## config.mk

```make
export PLATFORM = sky130hd
export DESIGN_NAME = truth_table_sweeper
export DESIGN_NICKNAME = d
export VERILOG_FILES = /design/src/rtl/tt_sweep_pkg.sv /design/src/rtl/settle_timer.sv /design/src/rtl/truth_table_sweeper.sv
export SDC_FILE = /design/constraint.sdc
export NUM_CORES = 1
export LEC_CHECK = 0
export ABC_AREA = 1
export BUFFER_PORTS_ARGS = -buffer_cell sky130_fd_sc_hd__buf_2
export CORE_AREA = 2 2 68 70
export CTS_CLUSTER_SIZE = 10
export DETAILED_ROUTE_END_ITERATION = 10
export DIE_AREA = 0 0 70 72
export PLACE_DENSITY = 0.8
export SLEW_MARGIN = 20
export SYNTH_ARGS = -nofsm -noshare
export SYNTH_HDL_FRONTEND = slang
export SYNTH_SLANG_ARGS = --single-unit
```

## constraint.sdc

```tcl
create_clock -name clk -period 2.4 [get_ports clk]
set_clock_uncertainty 0.2 [all_clocks]
set_input_delay 0.24 -clock clk [delete_from_list [all_inputs] [get_ports clk]]
set_output_delay 0.24 -clock clk [all_outputs]
set_load 0.02 [all_outputs]
```

## src/rtl/tt_sweep_pkg.sv

```systemverilog
// Shared definitions for the truth-table sweep controllers: state encoding,
// default sweep geometry and the golden table of the team's 4-input function.
package tt_sweep_pkg;

   localparam int N_IN_DEFAULT = 4;
   localparam int NVEC         = 1 << N_IN_DEFAULT;

   // Minterms 0, 2, 5, 7, 11, 14 of the 4-input dataflow function.
   localparam logic [NVEC-1:0] EXPECTED_DEFAULT = 16'h48A5;

   // Settle counter width; holds the largest legal settle time (15).
   localparam int SETTLE_W = 4;

   typedef logic [1:0] state_t;

   localparam state_t IDLE   = 2'd0;
   localparam state_t DRIVE  = 2'd1;
   localparam state_t SAMPLE = 2'd2;
   localparam state_t DONE   = 2'd3;

endpackage

```

## src/rtl/settle_timer.sv

```systemverilog
// Loadable down-counter. Expiry is flagged while the count sits at zero, so a
// load of N-1 gives N cycles before the owner sees expired.
module settle_timer
   import tt_sweep_pkg::*;
#(
   parameter int WIDTH = SETTLE_W
) (
   input  logic             clk,
   input  logic             rst_n,
   input  logic             load,
   input  logic [WIDTH-1:0] load_value,
   output logic             expired
);

   logic [WIDTH-1:0] count;

   // Count down from the loaded value and park at zero.
   always_ff @(posedge clk or negedge rst_n) begin
      // NOTE: sequential state uses non-blocking assignments so every register
      // samples pre-edge values, independent of statement order.
      if (!rst_n) begin
         count <= '0;
      end else if (load) begin
         count <= load_value;
      end else if (count != '0) begin
         count <= count - 1'b1;
      end
   end

   assign expired = (count == '0);

endmodule

```

## src/rtl/truth_table_sweeper.sv

```systemverilog
// Exhaustive input sweep controller: drives every input vector of an external
// combinational function, samples its output after a settle time, and scores
// the captured truth table against a golden table.
module truth_table_sweeper
   import tt_sweep_pkg::*;
#(
   parameter int                     N_IN          = N_IN_DEFAULT,
   parameter int                     SETTLE_CYCLES = 1,
   parameter logic [(1<<N_IN)-1:0]   EXPECTED      = EXPECTED_DEFAULT
) (
   input  logic                   clk,
   input  logic                   rst_n,
   input  logic                   start,
   input  logic                   abort,
   input  logic                   f_in,
   output logic [N_IN-1:0]        vec_out,
   output logic                   vec_valid,
   output logic                   busy,
   output logic                   done,
   output logic                   pass,
   output logic [(1<<N_IN)-1:0]   table_out,
   output logic [N_IN:0]          fail_count,
   output logic [N_IN-1:0]        first_fail_idx
);

   localparam logic [N_IN-1:0]     LAST_IDX    = '1;
   localparam logic [SETTLE_W-1:0] SETTLE_LOAD = SETTLE_W'(SETTLE_CYCLES - 1);

   state_t          state;
   logic [N_IN-1:0] idx;
   logic            timer_load;
   logic            timer_expired;
   logic            sweeping;

   assign sweeping = (state == DRIVE) || (state == SAMPLE);

   // Restart the settle time whenever a new vector goes onto vec_out.
   always_comb begin
      // NOTE: a default assignment first keeps this purely combinational; a
      // path that leaves it unassigned would infer a latch.
      timer_load = 1'b0;
      if (state == IDLE && start && !abort) begin
         timer_load = 1'b1;
      end else if (state == SAMPLE && !abort && idx != LAST_IDX) begin
         timer_load = 1'b1;
      end
   end

   settle_timer #(
      .WIDTH (SETTLE_W)
   ) u_settle_timer (
      .clk        (clk),
      .rst_n      (rst_n),
      .load       (timer_load),
      .load_value (SETTLE_LOAD),
      .expired    (timer_expired)
   );

   // Sweep FSM, vector index and scoreboard; every output is a register.
   always_ff @(posedge clk or negedge rst_n) begin
      // NOTE: the captured table is a plain register vector, not a memory, so
      // it is reset alongside the rest of the state.
      if (!rst_n) begin
         state          <= IDLE;
         idx            <= '0;
         vec_out        <= '0;
         vec_valid      <= 1'b0;
         busy           <= 1'b0;
         done           <= 1'b0;
         pass           <= 1'b0;
         table_out      <= '0;
         fail_count     <= '0;
         first_fail_idx <= '0;
      end else begin
         done <= 1'b0;
         if (sweeping && abort) begin
            // Abort wins over everything, including the final sample; the
            // partial table and count are left for inspection.
            state     <= IDLE;
            vec_out   <= '0;
            vec_valid <= 1'b0;
            busy      <= 1'b0;
            pass      <= 1'b0;
         end else begin
            case (state)
               IDLE: begin
                  if (start && !abort) begin
                     state          <= DRIVE;
                     idx            <= '0;
                     vec_out        <= '0;
                     vec_valid      <= 1'b1;
                     busy           <= 1'b1;
                     pass           <= 1'b0;
                     table_out      <= '0;
                     fail_count     <= '0;
                     first_fail_idx <= '0;
                  end
               end
               DRIVE: begin
                  if (timer_expired) begin
                     state <= SAMPLE;
                  end
               end
               SAMPLE: begin
                  table_out[idx] <= f_in;
                  if (f_in != EXPECTED[idx]) begin
                     fail_count <= fail_count + 1'b1;
                     if (fail_count == '0) begin
                        first_fail_idx <= idx;
                     end
                  end
                  if (idx == LAST_IDX) begin
                     state     <= DONE;
                     vec_out   <= '0;
                     vec_valid <= 1'b0;
                     busy      <= 1'b0;
                  end else begin
                     state   <= DRIVE;
                     idx     <= idx + 1'b1;
                     vec_out <= idx + 1'b1;
                  end
               end
               DONE: begin
                  // fail_count already includes the last sample here.
                  done  <= 1'b1;
                  pass  <= (fail_count == '0);
                  state <= IDLE;
               end
               default: begin
                  state <= IDLE;
               end
            endcase
         end
      end
   end

endmodule
```

==> results of run 1 <==
==> synthesized netlist by cell type <==
| cell | instances |
|---|---|
| a21oi_2 | 1 |
| o22ai_2 | 10 |
| nand2_2 | 2 |
| nand4_1 | 5 |
| xor2_1 | 2 |
| nand3_1 | 18 |
| o31ai_1 | 2 |
| buf_6 | 1 |
| xnor2_1 | 2 |
| nor3_1 | 4 |
| inv_2 | 1 |
| nand3_4 | 2 |
| nand3b_1 | 1 |
| o211ai_1 | 1 |
| clkinv_2 | 1 |
| buf_4 | 1 |
| nor2_1 | 5 |
| a22oi_1 | 1 |
| o22ai_1 | 7 |
| dfrtp_1 | 42 |
| or2_2 | 2 |
| inv_1 | 42 |
| nand3_2 | 1 |
| a21oi_1 | 19 |
| buf_2 | 6 |
| o21ai_0 | 17 |
| nand2_1 | 60 |
| ha_1 | 14 |
| a22o_1 | 1 |
| a31oi_1 | 1 |
==> worst min-delay path by stage <==
stage                from                 endpoint  slack (ns)  cells past startpoint
global route        abort  u_settle_timer.count[1]        0.11                      3
floorplan           rst_n                     busy       -0.26                      0
finish              abort  u_settle_timer.count[1]        0.09                      3
global placement    rst_n  u_settle_timer.count[3]        0.21                      1
detailed placement  rst_n  u_settle_timer.count[3]        0.23                      1
CTS                 abort  u_settle_timer.count[1]        0.08                      3
==> where the power goes <==
part	internal, mW	switching (mW)	total, mW	leakage, nW
clock network	0.232	0.242	0.474	0.0482
logic	0.434	0.907	1.34	0.738
registers	0.835	0.110	0.945	0.572
total	1.50	1.26	2.76	1.36
==> cell families (layout without fill, tap and decap cells) <==
group	after synthesis	count (layout)
compound gates	60	60
simple gates	100	100
buf+inv	52	91
xor+xnor	4	4
fa+ha+maj	14	14
flops	42	42
==> routing by layer <==
layer,vias up,share of wire
li1,976,-
met1,906,0.46
met2,34,0.48
met3,7,0.042
met4,0,0.012
met5,-,0
==> sequential cells by signal (all words and copies together) (netlist names) <==
name	cells
busy	1
state	2
pass	1
idx	4
first_fail_idx	4
done	1
vec_out	4
u_settle_timer.count	4
table_out	16
fail_count	5
==> timing repair <==
item,4_1_cts,5_1_grt
hold buffers,1,0
setup endpoints to repair,0,8
endpoints found under the hold margin,42,0
gates resized for setup,0,1
==> per-stage QoR <==
stage | instance area [um^2] | total power, mW | util | instances | setup WS (ns)
after global placement | 2550 | 2.26 | 0.598 | 354 | 0.267
after floorplan | 2340 | 2.02 | - | 272 | 0.540
after CTS | 2650 | 2.77 | 0.622 | 363 | 0.160
final | 2660 | 2.76 | 0.623 | 363 | 0.248
after detailed placement | 2550 | 2.29 | 0.598 | 354 | 0.133
after global routing | 2660 | 3.01 | 0.623 | 363 | 0.0189
==> worst max-delay path, cell delays in order, from the launching register on <==
cell,delay [ns]
dfrtp_1,0.43
inv_1,0.12
ha_1,0.32
nand2_2,0.16
nand3_4,0.21
clkinv_2,0.19
nand3_4,0.23
o21ai_0,0.22
==> final cells by class <==
| cell class | count | area share |
|---|---|---|
| Clock inverter | 1 | 0.00189 |
| Timing Repair Buffer | 39 | 0.0763 |
| Clock buffer | 7 | 0.0325 |
| Inverter | 44 | 0.0627 |
| Multi-Input combinational cell | 178 | 0.406 |
| Tap cell | 52 | 0.0245 |
| Sequential cell | 42 | 0.396 |
==> results by group, run 1 <==
STA
  – Slew HR: 0.406
  – Final hold slack: 0.0871 ns
  – Fin. max-slew vios: 0
  – Post-route clock period utilization: 0.897
  – Worst-Margin Slew: 0.891 ns
  – Count of final setup violators: 0
  – RSZ-0062 raised after global routing: false
  – Setup_tns: 0 ns
  – Fmax: 465 MHz
  – Final-report hold violation count: 0
  – Min Tclk post-route: 2.15 ns

CTS
  – Max clock buf depth: 2
  – Setup bufs post-CTS: 0
  – # clock sinks: 42
  – Worst-Skew Late Latency: 0.30 ns
  – Clock buffer count from CTS: 5
  – TritonCTS clock tree: yes
  – Clk slew on worst S/H paths: 0.08 ns
  – Clock H-tree levels: 2
  – Root Buffer: clkbuf_8

Global routing
  – Met3 Usage GRT: 0.0444
  – First-pass GRT wire length: 8130 um
  – Gr ovfl total: 0
  – Met1 Resource Use GR: 0.266
  – Vias in the first global route: 1826
  – Tot GR Track Use: 0.200
  – Initial antenna violation count: 0
  – Most Crowded Layer GR: met2
  – Largest net degree at the start of global routing: 43
  – Grt met2 use: 0.334

Yosys
  – Gate Count Post-Synth: 272
  – Synth area leaders: dfrtp_1, nand2_1, ha_1, inv_1, o22ai_2
  – Leading area contributor after synthesis: dfrtp_1
  – Part of the Yosys area used for sequential elements: 0.449
  – Syn avg cell area: 8.61 um^2
  – Largest family of logic cells by synthesized area: simple AND/OR/NAND/NOR gates
  – Yosys warns: 0
  – Synth Area in Simple Gates: 0.198
  – Mapped cell area: 2340 um^2
  – Synth top area share: 0.449
  – Synth cell types: 30
  – Syn nets: 291
  – Adder-Cell Fraction of Synth Area: 0.0748
  – Multiplexer share of the synthesized area: 0
  – Compound-Gate Fraction of Synth Area: 0.172
  – Synth Area in XOR/XNOR: 0.0150
  – Yosys reg bits: 42

Worst setup path
  – CP Data Required Time: 2.42 ns
  – Launch point of the worst reg-to-reg path: state[0]
  – Reg2reg setup slack: 0.25 ns
  – Register-to-Register Path Depth: 7
  – CP Capture Type: flop
  – CP Data Arrival Time: 2.17 ns
  – Setup crit start kind: flop
  – CP max FO: 18
  – Crit path launch: state[0]
  – Worst Setup Path Type: reg -> reg
  – RR Endpoint: table_out[15]
  – Worst setup path end: table_out[15]

Placed design
  – DP HPWL: 3280 um
  – Port Buffers: 37
  – Global placement routability congestion: 0.798

Floorplanning
  – Die Y-Extent: 72 um
  – Initial Util: 0.549
  – Die area: 5040 um^2
  – Row count: 24
  – Die X: 70 um
  – Core area: 4260 um^2
  – Number of top-level pins: 38

Route
  – Vias post-DR: 1923
  – Final WL: 4550 um
  – Initial detailed-routing violation count: 130
  – Antenna-violating nets left: 0
  – DRT Pass-1 Iters: 4
  – Wirelength per Cell: 12.5 um
  – # DRC: 0
  – Avg Vias per Cell: 5.30

Flow run
  – Max-cap violations: 0

Pwr
  – PD cells: 1040 nW/um^2
  – Max VDD drop: 772 uV
  – Leakage power: 1.36 nW

Layout
  – Most common cell after layout, fill and taps aside: nand2_1
  – Ant. Diodes: 0
  – Area Overhead vs Synth: 13.4%
  – Most frequent cells in the layout: nand2_1, inv_1, dfrtp_1
  – Fraction of layout cells with a size suffix above 1: 0.212
  – Fill count: 396
  – Multi-input gate area: 1080 um^2
  – Final #Nets: 329
  – Sequential Area: 1050 um^2

Min path
  – Worst min path class: in -> reg

Run status
  – Outcome: finished, final reports clean
Note: power is estimated with default switching activity, not from simulation.
==> run 2, diff against run 1 <==
PLACE_DENSITY = 0.78   (was 0.8)
==> results by group, run 2 (synthesis gave the netlist of run 1 again) <==
Run status
  – Outcome: finished, final reports clean (unchanged)

Layout
  – Max FFs per register: 16 (unchanged)
  – Final #Nets: 330 (was 329)
  – Largest regs: table_out: 16 flops, fail_count: 5 flops (unchanged)
  – Fraction of layout cells with a size suffix above 1: 0.215 (was 0.212)
  – Top reg by flops: table_out (unchanged)
  – Area Overhead vs Synth: 15.8% (was 13.4%)
  – Fill count: 372 (was 396)
  – Most frequent cells in the layout: nand2_1, inv_1, dfrtp_1 (unchanged)
  – Non-Filler Instances: 364 (was 363)
  – Most common cell after layout, fill and taps aside: nand2_1 (unchanged)
  – Ant. Diodes: 0 (unchanged)
  – Final instance area: 2710 um^2 (was 2660 um^2)

Worst setup path
  – Slowest cell on the critical path: dfrtp_1 (unchanged)
  – CP Data Required Time: 2.43 ns (was 2.42 ns)
  – CP Capture Type: flop (unchanged)
  – Max incr delay on CP: 0.44 ns (was 0.43 ns)
  – WP buf/inv: 2 (unchanged)
  – CP Data Arrival Time: 2.18 ns (was 2.17 ns)
  – CP max FO: 8 (was 18)
  – Top delay family on crit path: compound AO/OA/AOI/OAI gates (was simple AND/OR/NAND/NOR gates)
  – Worst Setup Path Type: reg -> reg (unchanged)
  – Crit path cell chain: inv_1 > ha_1 > nand2_1 > inv_1 > o21ai_0 > a21oi_1 > o21ai_0 (was inv_1 > ha_1 > nand2_2 > nand3_4 > clkinv_2 > nand3_4 > o21ai_0)
  – Setup crit start kind: flop (unchanged)

CTS
  – Post-CTS Resized: 0 (unchanged)
  – Clock H-tree levels: 2 (unchanged)
  – Max clock buf depth: 2 (unchanged)
  – Clk slew on worst S/H paths: 0.08 ns (about the same)
  – Worst-Skew Late Latency: 0.30 ns (about the same)
  – Root Buffer: clkbuf_8 (unchanged)
  – TritonCTS clock tree: yes (unchanged)
  – # clock sinks: 42 (unchanged)
  – Clock buffer count from CTS: 5 (unchanged)

Global routing
  – Met1 Resource Use GR: 0.286 (was 0.266)
  – Grt met2 use: 0.323 (was 0.334)
  – Tot GR Track Use: 0.208 (was 0.200)
  – Initial antenna violation count: 0 (unchanged)
  – Vias in the first global route: 1871 (was 1826)
  – First-pass GRT wire length: 8420 um (was 8130 um)
  – Largest net degree at the start of global routing: 43 (unchanged)
  – Most Crowded Layer GR: met2 (unchanged)
  – Gr ovfl total: 0 (unchanged)
  – Met3 Usage GRT: 0.0500 (was 0.0444)

Placed design
  – Global placement routability congestion: 0.813 (was 0.798)
  – DP HPWL: 3380 um (was 3280 um)
  – Pre-CTS WS: 0.290 ns (was 0.133 ns)
  – Port Buffers: 37 (unchanged)
  – DP Cell Count: 355 (was 354)
  – Placed cell area: 2560 um^2 (was 2550 um^2)

STA
  – Final-report hold violation count: 0 (unchanged)
  – Final setup margin: 0.250 ns (was 0.248 ns)
  – Fin. max-slew vios: 0 (unchanged)
  – Count of final setup violators: 0 (unchanged)
  – Fmax: 465 MHz (about the same)
  – Worst-Margin Slew: 0.937 ns (was 0.891 ns)
  – Min Tclk post-route: 2.15 ns (about the same)
  – Post-route clock period utilization: 0.896 (was 0.897)
  – RSZ-0062 raised after global routing: false (unchanged)
  – Slew HR: 0.375 (was 0.406)
  – Setup_tns: 0 ns (unchanged)

Flow run
  – Max-cap violations: 0 (unchanged)

Floorplanning
  – Row count: 24 (unchanged)
  – Die area: 5040 um^2 (unchanged)
  – Initial Util: 0.549 (unchanged)
  – Die Y-Extent: 72 um (unchanged)
  – Core area: 4260 um^2 (unchanged)
  – Die X: 70 um (unchanged)
  – Number of top-level pins: 38 (unchanged)

Pwr
  – PD cells: 1120 nW/um^2 (was 1040 nW/um^2)
  – Clock share of power: 0.228 (was 0.172)
  – Combinational power share: 0.459 (was 0.486)
  – Sw Share: 0.432 (was 0.456)
  – Design Power: 3.04 mW (was 2.76 mW)
  – Leakage power: 1.39 nW (was 1.36 nW)
  – Share of power burned in registers: 0.313 (was 0.342)
  – P_int: 1.73 mW (was 1.50 mW)
  – Psw: 1.32 mW (was 1.26 mW)
  – Max VDD drop: 806 uV (was 772 uV)

Route
  – Wirelength per Cell: 13.4 um (was 12.5 um)
  – # DRC: 0 (unchanged)
  – Final WL: 4890 um (was 4550 um)
  – Antenna-violating nets left: 0 (unchanged)
  – Initial detailed-routing violation count: 153 (was 130)
  – Vias post-DR: 1947 (was 1923)
  – DRT Pass-1 Iters: 4 (unchanged)
  – Avg Vias per Cell: 5.35 (was 5.30)

Min path
  – Worst min path class: in -> reg (unchanged)
run 2: power by group through the flow:
stage,clock [mW],combinational [mW],sequential [mW]
3_3_place_gp,0,1.35,0.960
4_1_cts,0.704,1.39,0.951
5_1_grt,0.726,1.57,0.972
2_1_floorplan,0,1.00,1.01
3_5_place_dp,0,1.38,0.963
6_report,0.695,1.40,0.953
run 2: per-layer routing:
metal | vias to the layer above | share of wire | wire (um)
met5 | - | 0 | 0
met4 | 0 | 0.0090 | 44
met3 | 4 | 0.048 | 236
met2 | 51 | 0.48 | 2360
met1 | 914 | 0.46 | 2250
li1 | 978 | - | -
run 2: through the flow:
stage | util | hold WS (ns)
detailed placement | 0.600 | 0.230
global route | 0.636 | 0.0792
finish | 0.636 | 0.0587
CTS | 0.636 | 0.0621
floorplan | - | -0.256
global placement | 0.600 | 0.230
run 2: layout make-up:
cell class,count,area [um^2],share of cell area
inverters,44,166,0.0614
flip-flops and latches,42,1050,0.388
clock buffers,6,82.6,0.0305
multi-input cells,178,1080,0.397
repair buffers,40,210,0.0775
well taps,52,65.1,0.0240
clock inverters,2,60.1,0.0222
run 2: final timing paths:
path | startpoint | to | slack [ns] | cells past startpoint
worst max-delay path | state[0] | busy | 0.25 | 7
worst min-delay path | abort | u_settle_timer.count[1] | 0.06 | 3
worst max register to register | state[0] | busy | 0.25 | 7
worst min register to register | first_fail_idx[1] | first_fail_idx[1] | 0.28 | 2
max in group asynchronous | rst_n | table_out[10] | 0.98 | 2
min in group asynchronous | rst_n | u_settle_timer.count[2] | 0.43 | 2
run 2: repair_timing:
item                                   4_1_cts  5_1_grt
hold buffers                                 1        0
buffers inserted                             0        0
endpoints found under the hold margin       42        0
run 2: worst register-to-register path: stages, from the launching register on:
cell     delay, ns
dfrtp_1       0.44
inv_1         0.13
ha_1          0.30
nand2_1       0.24
inv_1         0.09
o21ai_0       0.44
a21oi_1       0.08
o21ai_0       0.15
